$ cat config.mk
export PLATFORM = sky130hd
export DESIGN_NAME = adder_bist
export DESIGN_NICKNAME = d
export VERILOG_FILES = /design/src/rtl/adder_bist.sv
export SDC_FILE = /design/constraint.sdc
export NUM_CORES = 1
export LEC_CHECK = 0
export CAP_MARGIN = 20
export CORE_AREA = 2 2 76 78
export CTS_BUF_LIST = sky130_fd_sc_hd__clkbuf_16
export DETAILED_ROUTE_END_ITERATION = 8
export DIE_AREA = 0 0 78 80
export HOLD_SLACK_MARGIN = 0.06
export PLACE_DENSITY = 0.69
export RECOVER_POWER = 100
export SLEW_MARGIN = 5
export SYNTH_ARGS = -nofsm -noshare
export SYNTH_HDL_FRONTEND = slang
export SYNTH_SLANG_ARGS = --single-unit
$ cat constraint.sdc
create_clock -name clk -period 8.1 [get_ports clk]
set_input_delay 0.81 -clock clk [delete_from_list [all_inputs] [get_ports clk]]
set_output_delay 0.81 -clock clk [all_outputs]
set_load 0.01 [all_outputs]
$ cat src/rtl/adder_bist.sv
// Exhaustive self-test engine for the laca_* lookahead adders: sweeps every
// {c0, n1, n2} vector, checks {carry, sum} against a reference and logs errors.
module adder_bist #(
  parameter int W      = 4,
  parameter int SETTLE = 1,
  parameter int ERR_W  = 16
) (
  input  logic               clk,
  input  logic               rst,
  input  logic               start,
  output logic [W-1:0]       n1,
  output logic [W-1:0]       n2,
  output logic               c0,
  input  logic [W-1:0]       sum,
  input  logic               carry,
  output logic               busy,
  output logic               done,
  output logic               pass,
  output logic [ERR_W-1:0]   err_cnt,
  output logic [2*W:0]       first_fail
);

  localparam int VW = 2 * W + 1;
  localparam int CW = (SETTLE > 1) ? $clog2(SETTLE) : 1;

  localparam logic [CW-1:0]    SETTLE_LAST = CW'((SETTLE > 0) ? SETTLE - 1 : 0);
  localparam logic [CW-1:0]    CNT_ZERO    = {CW{1'b0}};
  localparam logic [CW-1:0]    CNT_ONE     = CW'(1'b1);
  localparam logic [VW-1:0]    VEC_ZERO    = {VW{1'b0}};
  localparam logic [VW-1:0]    VEC_ONE     = VW'(1'b1);
  localparam logic [VW-1:0]    VEC_LAST    = {VW{1'b1}};
  localparam logic [ERR_W-1:0] ERR_ZERO    = {ERR_W{1'b0}};
  localparam logic [ERR_W-1:0] ERR_ONE     = ERR_W'(1'b1);
  localparam logic [ERR_W-1:0] ERR_MAX     = {ERR_W{1'b1}};

  typedef enum logic [2:0] {
    S_IDLE  = 3'd0,
    S_APPLY = 3'd1,
    S_WAIT  = 3'd2,
    S_CHECK = 3'd3,
    S_DONE  = 3'd4
  } state_t;

  state_t            state_r;
  state_t            state_nxt_s;
  logic [VW-1:0]     vec_r;
  logic [CW-1:0]     wait_cnt_r;
  logic              load_s;
  logic              check_s;
  logic              finish_s;
  logic              mismatch_s;
  logic [ERR_W-1:0]  err_nxt_s;

  // Golden model: full-width add, carry-out kept as the MSB.
  function automatic logic [W:0] ref_sum(input logic [W-1:0] a,
                                         input logic [W-1:0] b,
                                         input logic         ci);
    return {1'b0, a} + {1'b0, b} + {{W{1'b0}}, ci};
  endfunction

  function automatic logic [ERR_W-1:0] sat_inc(input logic [ERR_W-1:0] v);
    logic [ERR_W-1:0] r;
    if (v == ERR_MAX) begin
      r = v;
    end else begin
      r = v + ERR_ONE;
    end
    return r;
  endfunction

  // State register.
  always_ff @(posedge clk or posedge rst) begin
    if (rst) begin
      state_r <= S_IDLE;
    end else begin
      state_r <= state_nxt_s;
    end
  end

  // Next-state decode and per-cycle control strobes.
  always_comb begin
    state_nxt_s = state_r;
    load_s      = 1'b0;
    check_s     = 1'b0;
    finish_s    = 1'b0;
    case (state_r)
      S_IDLE, S_DONE: begin
        if (start) begin
          state_nxt_s = S_APPLY;
          load_s      = 1'b1;
        end else begin
          state_nxt_s = state_r;
        end
      end
      S_APPLY: begin
        if (SETTLE == 0) begin
          state_nxt_s = S_CHECK;
        end else begin
          state_nxt_s = S_WAIT;
        end
      end
      S_WAIT: begin
        if (wait_cnt_r == SETTLE_LAST) begin
          state_nxt_s = S_CHECK;
        end else begin
          state_nxt_s = S_WAIT;
        end
      end
      S_CHECK: begin
        check_s = 1'b1;
        if (vec_r == VEC_LAST) begin
          state_nxt_s = S_DONE;
          finish_s    = 1'b1;
        end else begin
          state_nxt_s = S_APPLY;
        end
      end
      default: begin
        state_nxt_s = S_IDLE;
      end
    endcase
  end

  // Result comparison; operands always mirror vec_r during a vector's slot.
  always_comb begin
    mismatch_s = ({carry, sum} != ref_sum(n1, n2, c0));
    if (check_s && mismatch_s) begin
      err_nxt_s = sat_inc(err_cnt);
    end else begin
      err_nxt_s = err_cnt;
    end
  end

  // Sweep datapath and registered status outputs.
  always_ff @(posedge clk or posedge rst) begin
    if (rst) begin
      vec_r      <= VEC_ZERO;
      wait_cnt_r <= CNT_ZERO;
      n1         <= {W{1'b0}};
      n2         <= {W{1'b0}};
      c0         <= 1'b0;
      busy       <= 1'b0;
      done       <= 1'b0;
      pass       <= 1'b0;
      err_cnt    <= ERR_ZERO;
      first_fail <= VEC_ZERO;
    end else begin
      if (load_s) begin
        vec_r          <= VEC_ZERO;
        {c0, n1, n2}   <= VEC_ZERO;
        err_cnt        <= ERR_ZERO;
        first_fail     <= VEC_ZERO;
        done           <= 1'b0;
        pass           <= 1'b0;
        busy           <= 1'b1;
      end else if (check_s) begin
        err_cnt <= err_nxt_s;
        // err_cnt is still zero only until the first mismatch is logged.
        if (mismatch_s && (err_cnt == ERR_ZERO)) begin
          first_fail <= vec_r;
        end else begin
          first_fail <= first_fail;
        end
        if (finish_s) begin
          busy <= 1'b0;
          done <= 1'b1;
          pass <= (err_nxt_s == ERR_ZERO);
        end else begin
          vec_r        <= vec_r + VEC_ONE;
          {c0, n1, n2} <= vec_r + VEC_ONE;
        end
      end else begin
        vec_r <= vec_r;
      end

      if (state_r == S_WAIT) begin
        wait_cnt_r <= wait_cnt_r + CNT_ONE;
      end else begin
        wait_cnt_r <= CNT_ZERO;
      end
    end
  end

endmodule
# After elaboration in Yosys (flattened, before gate mapping)
# Index checks and enable logic that the tools add are counted.
[totals]
regBits = 50
inputBits = 8
output_inout_bits = 37
word_cells = 75
[classes]
addsub = 5
n_eq_ne = 9
muxes = 38
reduce_logical = 12
[op_table]
columns = ["operator", "n"]
rows = [
  ["$mux 16", 4],
  ["$mux 9", 6],
  ["$logic_not 16->1", 2],
  ["$mux 4", 6],
  ["$mux 1", 19],
  ["$add 16x1->16 const B", 1],
  ["$eq 16x16->1 const B", 1],
  ["$pmux 3 s4", 1],
  ["$add 9x1->9 const B", 1],
  ["$eq 9x9->1 const B", 1],
  ["$eq 3x2->1 const B", 2],
  ["$mux 3", 2],
  ["$reduce_and 2->1", 3],
  ["$reduce_bool 2->1", 3],
  ["$add 4x4->5", 1],
  ["$add 5x1->5", 1],
  ["$ne 5x5->1", 1],
  ["$ne 2x2->1 const B", 2],
  ["$eq 3x1->1 const B", 1],
  ["$eq 3x3->1 const B", 1],
  ["$logic_not 3->1", 1],
  ["$logic_and 1x1->1", 2],
  ["$reduce_or 2->1", 1],
  ["$add 1x1->1 const B", 1],
]

# Longest topological paths before layout
# Gate-level depths: netlist of run 1.
[depth]
depth_word = 9
ltp_mapped = 11
depth_no_buf = 10

# Least setup slack after synthesis of run 1
# No wires, ideal clock.
[synth_path]
path_kind = "register to register"
startpoint = "reg n1[0]"
endpoint = "reg pass"
setup_time_ns = 0.092
t_arrival_ns = 3.303
required_ns = 8.008
setup_slack_ns = 4.705
stages_incl_launch_ff = 12
path_buffers = 1
period_less_slack_ns = 3.395
path_cell_list = "dfrtp_1 -> fa_1 -> fa_1 -> a21o_1 -> a21oi_1 -> xor2_1 -> a21o_1 -> buf_2 -> mux2i_1 -> nand4_1 -> or4_1 -> o31ai_2"
[synth_via]
elab_chain_cells = 9
[synth_rtl]
columns = ["element", "line_no", "text"]
rows = [
  ["start, declared", "11", "output logic [W-1:0] n1,"],
  ["start signal, assigned", "139", "n1 <= {W{1'b0}};"],
  ["start signal, assigned", "170", "{c0, n1, n2} <= vec_r + VEC_ONE;"],
  ["$add 4x4->5", "58", "return {1'b0, a} + {1'b0, b} + {{W{1'b0}}, ci};"],
  ["$add 5x1->5", "58", ""],
  ["$ne 5x5->1", "126", "mismatch_s = ({carry, sum} != ref_sum(n1, n2, c0));"],
  ["$logic_and 1x1->1", "127", "if (check_s && mismatch_s) begin"],
  ["$mux 16", "127", ""],
  ["$logic_not 16->1", "167", "pass <= (err_nxt_s == ERR_ZERO);"],
  ["$mux 1", "164", "if (finish_s) begin"],
  ["$mux 1", "156", "end else if (check_s) begin"],
  ["$mux 1", "148", "if (load_s) begin"],
  ["end signal, assigned", "167", ""],
  ["end, declared", "18", "output logic pass,"],
]
# No other way between the ends. The select of a mux whose other input is x is not followed.
# A chain may end at the register's enable or synchronous reset.

# Final worst setup path of run 1
[layout_path]
startpoint = "reg n1[0]"
endpoint = "reg first_fail[5]"
[layout_via]
elab_chain_cells = 6
[layout_rtl]
columns = ["element", "line_no", "text"]
rows = [
  ["$add 4x4->5", "58", ""],
  ["$add 5x1->5", "58", ""],
  ["$ne 5x5->1", "126", ""],
  ["$logic_and 1x1->1", "159", "if (mismatch_s && (err_cnt == ERR_ZERO)) begin"],
  ["$reduce_bool 2->1 (no line)", "-", ""],
  ["$reduce_and 2->1 (no line)", "-", ""],
  ["end signal, assigned", "160", "first_fail <= vec_r;"],
  ["end signal, assigned", "162", "first_fail <= first_fail;"],
  ["end, declared", "20", "output logic [2*W:0] first_fail"],
]
# No other way between the ends.

==> impl_metrics.json, run 1 <==
{
  "cp_data_required_time_ps": 8180,
  "yosys_warnings": 0,
  "io_pins": 45,
  "critPathKind": "register to register",
  "rsz0062_at_grt": "no",
  "synthArstFlopShare": 1.00,
  "die_x_um": 78,
  "dp_hpwl_um": 4060,
  "slew_viol_final": 58,
  "synth_area_sq_um": 2390,
  "wl_met2_um": 2710,
  "first_global_vias": 2036,
  "cts_made_buffers": 5,
  "route.met3.wl_um": 221,
  "syn_area_per_cell_sq_um": 9.22,
  "met1Wirelength_um": 2640,
  "worstRegToRegCells": 8,
  "fin_crit_sh": 0.488,
  "grt_use_total": 0.200,
  "hold_viol": 0,
  "io_buffers": 44,
  "r2r-start": "n1[0]",
  "grt_max_degree": 42,
  "p_seq_frac": 0.370,
  "internal_power_mw": 0.507,
  "drc": 0,
  "crit_path_end_kind": "register",
  "synth_cell_type_count": 44,
  "stdcell_area_sq_um": 3020,
  "powerDensity_nw_per_um2": 264,
  "syn_inst": 259,
  "violations": "max-capacitance violations, max-slew violations",
  "die_h_um": 80,
  "dpl_cell_area_sq_um": 2890,
  "h-tree-depth": 2,
  "top_layer_used": "met4",
  "clock_sinks": 41,
  "p_clk_frac": 0.284,
  "power_mw": 0.796,
  "hold_path_depth": 1,
  "initialDrtViolationCount": 122,
  "ff2ff_setup_slack_ps": 4150,
  "synthFlopType": "dfrtp_1",
  "ant_nets": 0,
  "grt_overflow_total": 0,
  "detail_route.wl_per_cell_um": 15.1,
  "grt_pass1_wl_um": 9770,
  "crit_path_start": "n1[0]",
  "rows": 27,
  "slew-limit-headroom": -0.447,
  "crit_fanout": 15,
  "wirelength_um": 5680,
  "diodes": 0,
  "p_comb_frac": 0.346,
  "min_from": "wait_cnt_r",
  "cellLeakagePower_nw": 1.39,
  "arrival_ps": 4030,
  "cts_resized": 0,
  "min_period_ps": 3950,
  "cts_buffer_depth": 2,
  "cp-start-kind": "register",
  "syn2layout_area_growth_pct": 26.4,
  "core_area_sq_um": 5410,
  "vias_per_cell": 5.45,
  "ys_ff_latch": 41,
  "first_pass_iters": 5,
  "gp_congestion": 0.824,
  "cts_tree": "yes",
  "postCtsHoldBufs": 0,
  "cap_violations": 2,
  "fin_setup_tns_ps": 0,
  "fin_nets": 320,
  "ir_worst_vdd_mv": 0.128,
  "cts-root-buf": "clkbuf_16",
  "max_slew.worst_pin.slew_ps": 2170,
  "p_sw_frac": 0.363,
  "antenna_found_initial": 0,
  "setup_viol": 0,
  "path_clk_slew_ps": 60,
  "clock_latency_ps": 290,
  "die_area_sq_um": 6240,
  "power_switching_mw": 0.289,
  "skew_ps": 6.03,
  "hp-class": "register to register",
  "seq_area_frac_synth": 0.430,
  "vias": 2049,
  "postCtsSetupRepairBufs": 0,
  "synth-edff-count": 0,
  "start_util": 0.442,
  "syn_nets": 276,
  "layout-drive-gt1-share": 0.0395,
  "status": "finished, violations left",
  "fmax_mhz": 253
}
final timing paths:
path,to
max,first_fail[5]
min reg2reg,wait_cnt_r
min in group asynchronous,err_cnt[6]
max in group asynchronous,n2[1]
max reg2reg,first_fail[5]
min,wait_cnt_r
synthesized netlist by cell type, drive strengths merged (3+ instances only):
| cell | number | share of area |
|---|---|---|
| xor2 | 7 | 0.026 |
| inv | 9 | 0.014 |
| nand2 | 43 | 0.068 |
| nand3 | 15 | 0.034 |
| xnor2 | 9 | 0.033 |
| ha | 7 | 0.037 |
| nand4 | 3 | 0.0079 |
| or3 | 3 | 0.0079 |
| o21ai | 19 | 0.040 |
| buf | 3 | 0.0073 |
| a21oi | 9 | 0.019 |
| a31oi | 4 | 0.010 |
| nor4 | 6 | 0.025 |
| nor2 | 22 | 0.035 |
| and3 | 7 | 0.018 |
| dfrtp | 41 | 0.43 |
| clkbuf | 5 | 0.0079 |
| mux2i | 14 | 0.059 |
| nor3 | 6 | 0.013 |
cells in the final DEF, fill, tap and decap left out, drive strengths merged, types with 3 or more instances in the layout:
cell type	instances
a21oi	9
xnor2	9
nor2	22
a31oi	4
dfrtp	41
nand2	43
clkbuf	6
nand4	3
o21ai	19
nand3	15
dlygate4sd3	39
xor2	7
or3	3
mux2i	14
clkdlybuf4s50	5
ha	7
and3	7
nor3	6
inv	9
nor4	6
state kept, by name, summed over array words and instances, names as in the netlist:
register and flops:
busy 1, vec_r 2, pass 1, err_cnt 16, c0 1, state_r 3, n1 3, n2 3
wait_cnt_r 1, done 1, first_fail 9
critical path, stage by stage, from the launching register on:
cell	delay (ps)
dfrtp_1	460
fa_1	500
fa_1	420
a21o_1	190
a21oi_1	170
xor2_1	170
and2_0	210
nor3_1	1290
o21ai_0	310
routing by layer:
layer  vias to the layer above  GRT usage
met5                         -          0
met4                         0     0.0719
met3                         9     0.0407
met2                        60      0.324
met1                       969      0.267
li1                       1011          -
metrics by stage:
step,hold WS [ps],util,instances,setup WS [ps]
floorplan,390,-,259,4710
global placement,400,0.535,368,4510
detailed placement,413,0.535,368,4430
CTS,421,0.566,376,4390
global route,435,0.558,376,3670
finish,415,0.558,376,4150
power groups by stage:
| stage | logic (mW) | registers (mW) | clock network (mW) |
|---|---|---|---|
| CTS | 0.303 | 0.295 | 0.231 |
| detailed placement | 0.303 | 0.299 | 0 |
| global route | 0.310 | 0.303 | 0.239 |
| finish | 0.276 | 0.294 | 0.226 |
| floorplan | 0.194 | 0.295 | 0 |
| global placement | 0.298 | 0.297 | 0 |
area by class of cell:
type | instances | area (sq um)
clock inverter | 3 | 41.3
clock buffer | 5 | 125
multi-input combinational | 201 | 1260
sequential | 41 | 1030
timing repair buffer | 45 | 444
inverter | 9 | 33.8
tap | 72 | 90.1
fill | 512 | 2390
kinds of logic after synthesis:
group / share of synthesized area
flops: 0.430
fa+ha+maj: 0.0535
simple gates: 0.236
mux: 0.0634
compound gates: 0.129
xor+xnor: 0.0587
buf+inv: 0.0294
No activity file was read; power rests on OpenSTA's default activity.
==> run 2: changes to the inputs <==
==> constraint.sdc (replaced) <==
create_clock -name clk -period 4.1 [get_ports clk]
set_input_delay 0.41 -clock clk [delete_from_list [all_inputs] [get_ports clk]]
set_output_delay 0.41 -clock clk [all_outputs]
set_load 0.01 [all_outputs]
==> run 2 against run 1 <==
The flow still finishes with violations (max-capacitance violations, max-slew violations). Clock power up 62%. Die area is the same. Sequential power increased by 98%. Critical path type unchanged. Critical endpoint is now pass.
==> impl_metrics.json, run 2 (synthesis results as in run 1) <==
{
  "ff2ff_setup_slack_ps": 410,
  "power_mw": 1.51,
  "ir_worst_vdd_mv": 0.289,
  "cts_made_buffers": 5,
  "largest_register": "err_cnt",
  "vias_per_cell": 5.39,
  "critPathTopFamily": "compound AO/OA/AOI/OAI gates",
  "p_comb_frac": 0.372,
  "io_pins": 45,
  "core_area_sq_um": 5410,
  "die_area_sq_um": 6240,
  "postCtsSetupRepairBufs": 0,
  "gp_congestion": 0.855,
  "slew_viol_final": 42,
  "reg.largest.list": "err_cnt: 16 flops, first_fail: 9 flops",
  "clock_latency_ps": 280,
  "cp-start-kind": "register",
  "cts_tree": "yes",
  "p_seq_frac": 0.386,
  "min_to": "wait_cnt_r",
  "clock_sinks": 41,
  "grt_use_met1": 0.274,
  "arrival_ps": 3870,
  "diodes": 0,
  "ant_nets": 0,
  "cts_buffer_depth": 2,
  "rsz0062_at_grt": "no",
  "cellLeakagePower_nw": 1.38,
  "r2r-start": "n1[0]",
  "syn2layout_area_growth_pct": 26.2,
  "r2r_end": "pass",
  "min_period_ps": 3690,
  "crit_path_end_kind": "register",
  "max_slew.worst_pin.slew_ps": 2160,
  "grt_use_total": 0.194,
  "h-tree-depth": 2,
  "layout_commonest_cell": "nand2_1",
  "powerDensity_nw_per_um2": 501,
  "hp-class": "register to register",
  "hold_viol": 0,
  "hold_path_depth": 1,
  "internal_power_mw": 0.943,
  "preCtsSetupSlack_ps": 540,
  "first_pass_iters": 4,
  "rows": 27,
  "violations": "max-capacitance violations, max-slew violations",
  "grt_max_degree": 42,
  "cap_violations": 1,
  "cts_resized": 0,
  "crit_fanout": 7,
  "setup_viol": 0,
  "cp_cell_sequence": "fa_1, fa_1, a21o_1, a21oi_1, xor2_1, a2111oi_0, mux2i_1, nand2_1, or4_1, o31ai_1",
  "fmax_mhz": 271,
  "use_met3": 0.0317,
  "slew-limit-headroom": -0.437,
  "skew_ps": 7.00,
  "largest_reg_flops": 16,
  "path_common_cell": "fa_1",
  "grt_use_met2": 0.304,
  "cp.buffers_inverters": 0,
  "start_util": 0.442,
  "worstRegToRegCells": 10,
  "grt_pass1_wl_um": 9480,
  "fin_crit_sh": 0.900,
  "antenna_found_initial": 0,
  "io_buffers": 44,
  "grt_overflow_total": 0,
  "power_switching_mw": 0.565,
  "cts-root-buf": "clkbuf_16",
  "final_cell_mix": "nand2_1 (43), dfrtp_1 (41), dlygate4sd3_1 (38)",
  "critPathKind": "register to register",
  "vias": 2032,
  "detail_route.wl_per_cell_um": 14.5,
  "grt.busiest_layer": "met2",
  "wirelength_um": 5450,
  "dp_hpwl_um": 4030,
  "fin_setup_tns_ps": 0,
  "drc": 0,
  "max_stage_delay_ps": 620,
  "fin_nets": 321,
  "initialDrtViolationCount": 195,
  "cp_data_required_time_ps": 4280,
  "min_from": "wait_cnt_r",
  "p_sw_frac": 0.375,
  "cpMaxStageDelayCell": "a2111oi_0",
  "path_clk_slew_ps": 60,
  "postCtsHoldBufs": 0,
  "setup_ws_ps": 411,
  "status": "finished, violations left",
  "p_clk_frac": 0.243,
  "die_h_um": 80,
  "die_x_um": 78,
  "first_global_vias": 1903,
  "layout-drive-gt1-share": 0.0426
}
==> run 2: worst max path at each step <==
stage          startpoint   end  slack [ps]  cells past startpoint
6_report            n1[0]  pass         410                     10
3_5_place_dp        n1[0]  pass         540                     10
4_1_cts             n1[0]  pass         490                     10
3_3_place_gp        n1[0]  pass         640                     10
5_1_grt             n1[0]  pass         180                     10
2_1_floorplan       n1[0]  pass         710                     11
==> run 2: metal layers <==
metal / wire length, um / part of all wire / vias up
met1: 2580 / 0.47 / 963
met2: 2580 / 0.47 / 49
met5: 0 / 0 / -
met4: 87 / 0.016 / 0
li1: - / - / 1012
met3: 200 / 0.037 / 8
==> run 2: power by group through the flow <==
stage | clock network [mW] | logic [mW] | registers [mW]
2_1_floorplan | 0 | 0.384 | 0.583
3_3_place_gp | 0 | 0.594 | 0.589
3_5_place_dp | 0 | 0.601 | 0.592
4_1_cts | 0.377 | 0.606 | 0.585
5_1_grt | 0.394 | 0.631 | 0.600
6_report | 0.366 | 0.560 | 0.582
==> run 2: per-stage QoR <==
stage	util	std cells	hold slack (ps)	area, sq um
6_report	0.557	377	414	3010
2_1_floorplan	-	259	390	2390
4_1_cts	0.562	377	417	3040
3_3_place_gp	0.537	369	403	2900
3_5_place_dp	0.537	369	409	2900
5_1_grt	0.557	377	432	3010
==> run 2: cell type report <==
class | count | area [sq um]
inverters | 9 | 33.8
fillers | 520 | 2390
clock inverters | 3 | 12.5
flip-flops and latches | 41 | 1030
well taps | 72 | 90.1
multi-input cells | 201 | 1280
clock buffers | 5 | 125
repair buffers | 46 | 448
==> run 3: changes to the inputs <==
--- a/config.mk
+++ b/config.mk
@@ -11,7 +11,7 @@
 export DETAILED_ROUTE_END_ITERATION = 8
 export DIE_AREA = 0 0 78 80
 export HOLD_SLACK_MARGIN = 0.06
-export PLACE_DENSITY = 0.69
+export PLACE_DENSITY = 0.74
 export RECOVER_POWER = 100
 export SLEW_MARGIN = 5
 export SYNTH_ARGS = -nofsm -noshare
==> run 3 against run 2 <==
The flow still finishes with violations (max-capacitance violations, max-slew violations). Sequential cell count stayed put. Critical path depth stayed put. Worst hold slack better by 3.5 ps. Count of clock-buffer cells in the layout stayed put. Routed wire length is 3.1% higher. Fmax is 1.4% lower. Non-clock buffer count stayed put. Global-route usage is 0.29 points higher. Core utilization is 0.16 points higher. Clock power is 6.0% higher. Critical path type unchanged.
==> impl_metrics.json, run 3 (synthesis results as in run 1) <==
{
  "grt_use_total": 0.197,
  "start_util": 0.442,
  "io_buffers": 44,
  "hold_path_depth": 1,
  "first_global_vias": 1891,
  "cap_violations": 1,
  "cts_resized": 0,
  "min_period_ps": 3740,
  "crit_path_start": "n1[0]",
  "initialDrtViolationCount": 144,
  "register_area_sq_um": 1030,
  "setup_viol": 0,
  "postCtsSetupRepairBufs": 0,
  "die_area_sq_um": 6240,
  "crit_path_end_kind": "register",
  "fin_setup_tns_ps": 0,
  "final_cell_mix": "nand2_1 (43), dfrtp_1 (41), dlygate4sd3_1 (38)",
  "fin_nets": 321,
  "arrival_ps": 3920,
  "clock_sinks": 41,
  "dp_hpwl_um": 4030,
  "fmax_mhz": 267,
  "syn2layout_area_growth_pct": 26.5,
  "reg.largest.list": "err_cnt: 16 flops, first_fail: 9 flops",
  "die_h_um": 80,
  "cellLeakagePower_nw": 1.38,
  "antenna_found_initial": 0,
  "crit_fanout": 7,
  "diodes": 0,
  "io_pins": 45,
  "core_area_sq_um": 5410,
  "preCtsSetupSlack_ps": 529,
  "wirelength_um": 5620,
  "detail_route.wl_per_cell_um": 14.9,
  "critPathKind": "register to register",
  "cts_made_buffers": 5,
  "die_x_um": 78,
  "ff2ff_setup_slack_ps": 360,
  "fin_crit_sh": 0.912,
  "drc": 0,
  "rsz0062_at_grt": "no",
  "cts_tree": "yes",
  "skew_ps": 7.32,
  "r2r_end": "pass",
  "postCtsHoldBufs": 0,
  "first_pass_iters": 4,
  "h-tree-depth": 2,
  "cp_data_required_time_ps": 4280,
  "setup_ws_ps": 360,
  "multiInputGateArea_sq_um": 1280,
  "cts_buffer_depth": 2,
  "ant_nets": 0,
  "status": "finished, violations left",
  "powerDensity_nw_per_um2": 508,
  "grt_max_degree": 42,
  "r2r-start": "n1[0]",
  "cts-root-buf": "clkbuf_16",
  "largest_register": "err_cnt",
  "slew_viol_final": 42,
  "layout-drive-gt1-share": 0.0492,
  "cp-start-kind": "register",
  "rows": 27,
  "fill_cells": 487,
  "clock_latency_ps": 290,
  "hp-class": "register to register",
  "slew-limit-headroom": -0.452,
  "grt_pass1_wl_um": 9720,
  "grt_overflow_total": 0,
  "max_slew.worst_pin.slew_ps": 2180,
  "gp_congestion": 0.922,
  "vias_per_cell": 5.41,
  "path_clk_slew_ps": 60,
  "worstRegToRegCells": 10,
  "ir_worst_vdd_mv": 0.252,
  "crit_end": "pass",
  "largest_reg_flops": 16,
  "layout_commonest_cell": "nand2_1",
  "hold_viol": 0,
  "vias": 2040,
  "violations": "max-capacitance violations, max-slew violations"
}
## run 3: stage by stage
step                      hold slack [ps]   util  power (mW)  cell area [sq um]  std cells
after floorplan                       390      -       0.967               2390        259
after global placement                404  0.537        1.18               2900        369
after detailed placement              419  0.537        1.19               2900        369
after CTS                             428  0.564        1.59               3050        377
after global routing                  436  0.559        1.64               3020        377
final                                 418  0.559        1.53               3020        377
## run 3: worst min path at each step
stage               start         end
2_1_floorplan  wait_cnt_r  wait_cnt_r
3_3_place_gp   wait_cnt_r  wait_cnt_r
3_5_place_dp   wait_cnt_r  wait_cnt_r
4_1_cts        wait_cnt_r  wait_cnt_r
5_1_grt        wait_cnt_r  wait_cnt_r
6_report       wait_cnt_r  wait_cnt_r
## run 3: critical path, stage by stage, from the launching register on
cell	delay, ps
dfrtp_1	450
fa_1	490
fa_1	430
a21o_1	190
a21oi_1	170
xor2_1	180
a2111oi_0	580
mux2i_1	310
nand2_1	80
or4_1	500
o31ai_1	240
## run 3: routing by layer
metal	vias to the layer above	GRT usage	part of all wire
met5	-	0	0
met4	0	0.0684	0.016
met3	7	0.0294	0.039
met2	50	0.310	0.47
met1	971	0.277	0.48
li1	1012	-	-
## run 3: power by group
part	total [mW]	switching, mW	internal, mW
clock network	0.388	0.162	0.226
logic	0.561	0.316	0.246
registers	0.586	0.107	0.478
## run 3: final cells by class
cell class / instances / share of cell area
Inverter: 9 / 0.0112
Multi-Input combinational cell: 201 / 0.423
Clock inverter: 3 / 0.00704
Sequential cell: 41 / 0.340
Timing Repair Buffer: 46 / 0.148
Tap cell: 72 / 0.0298
Clock buffer: 5 / 0.0414
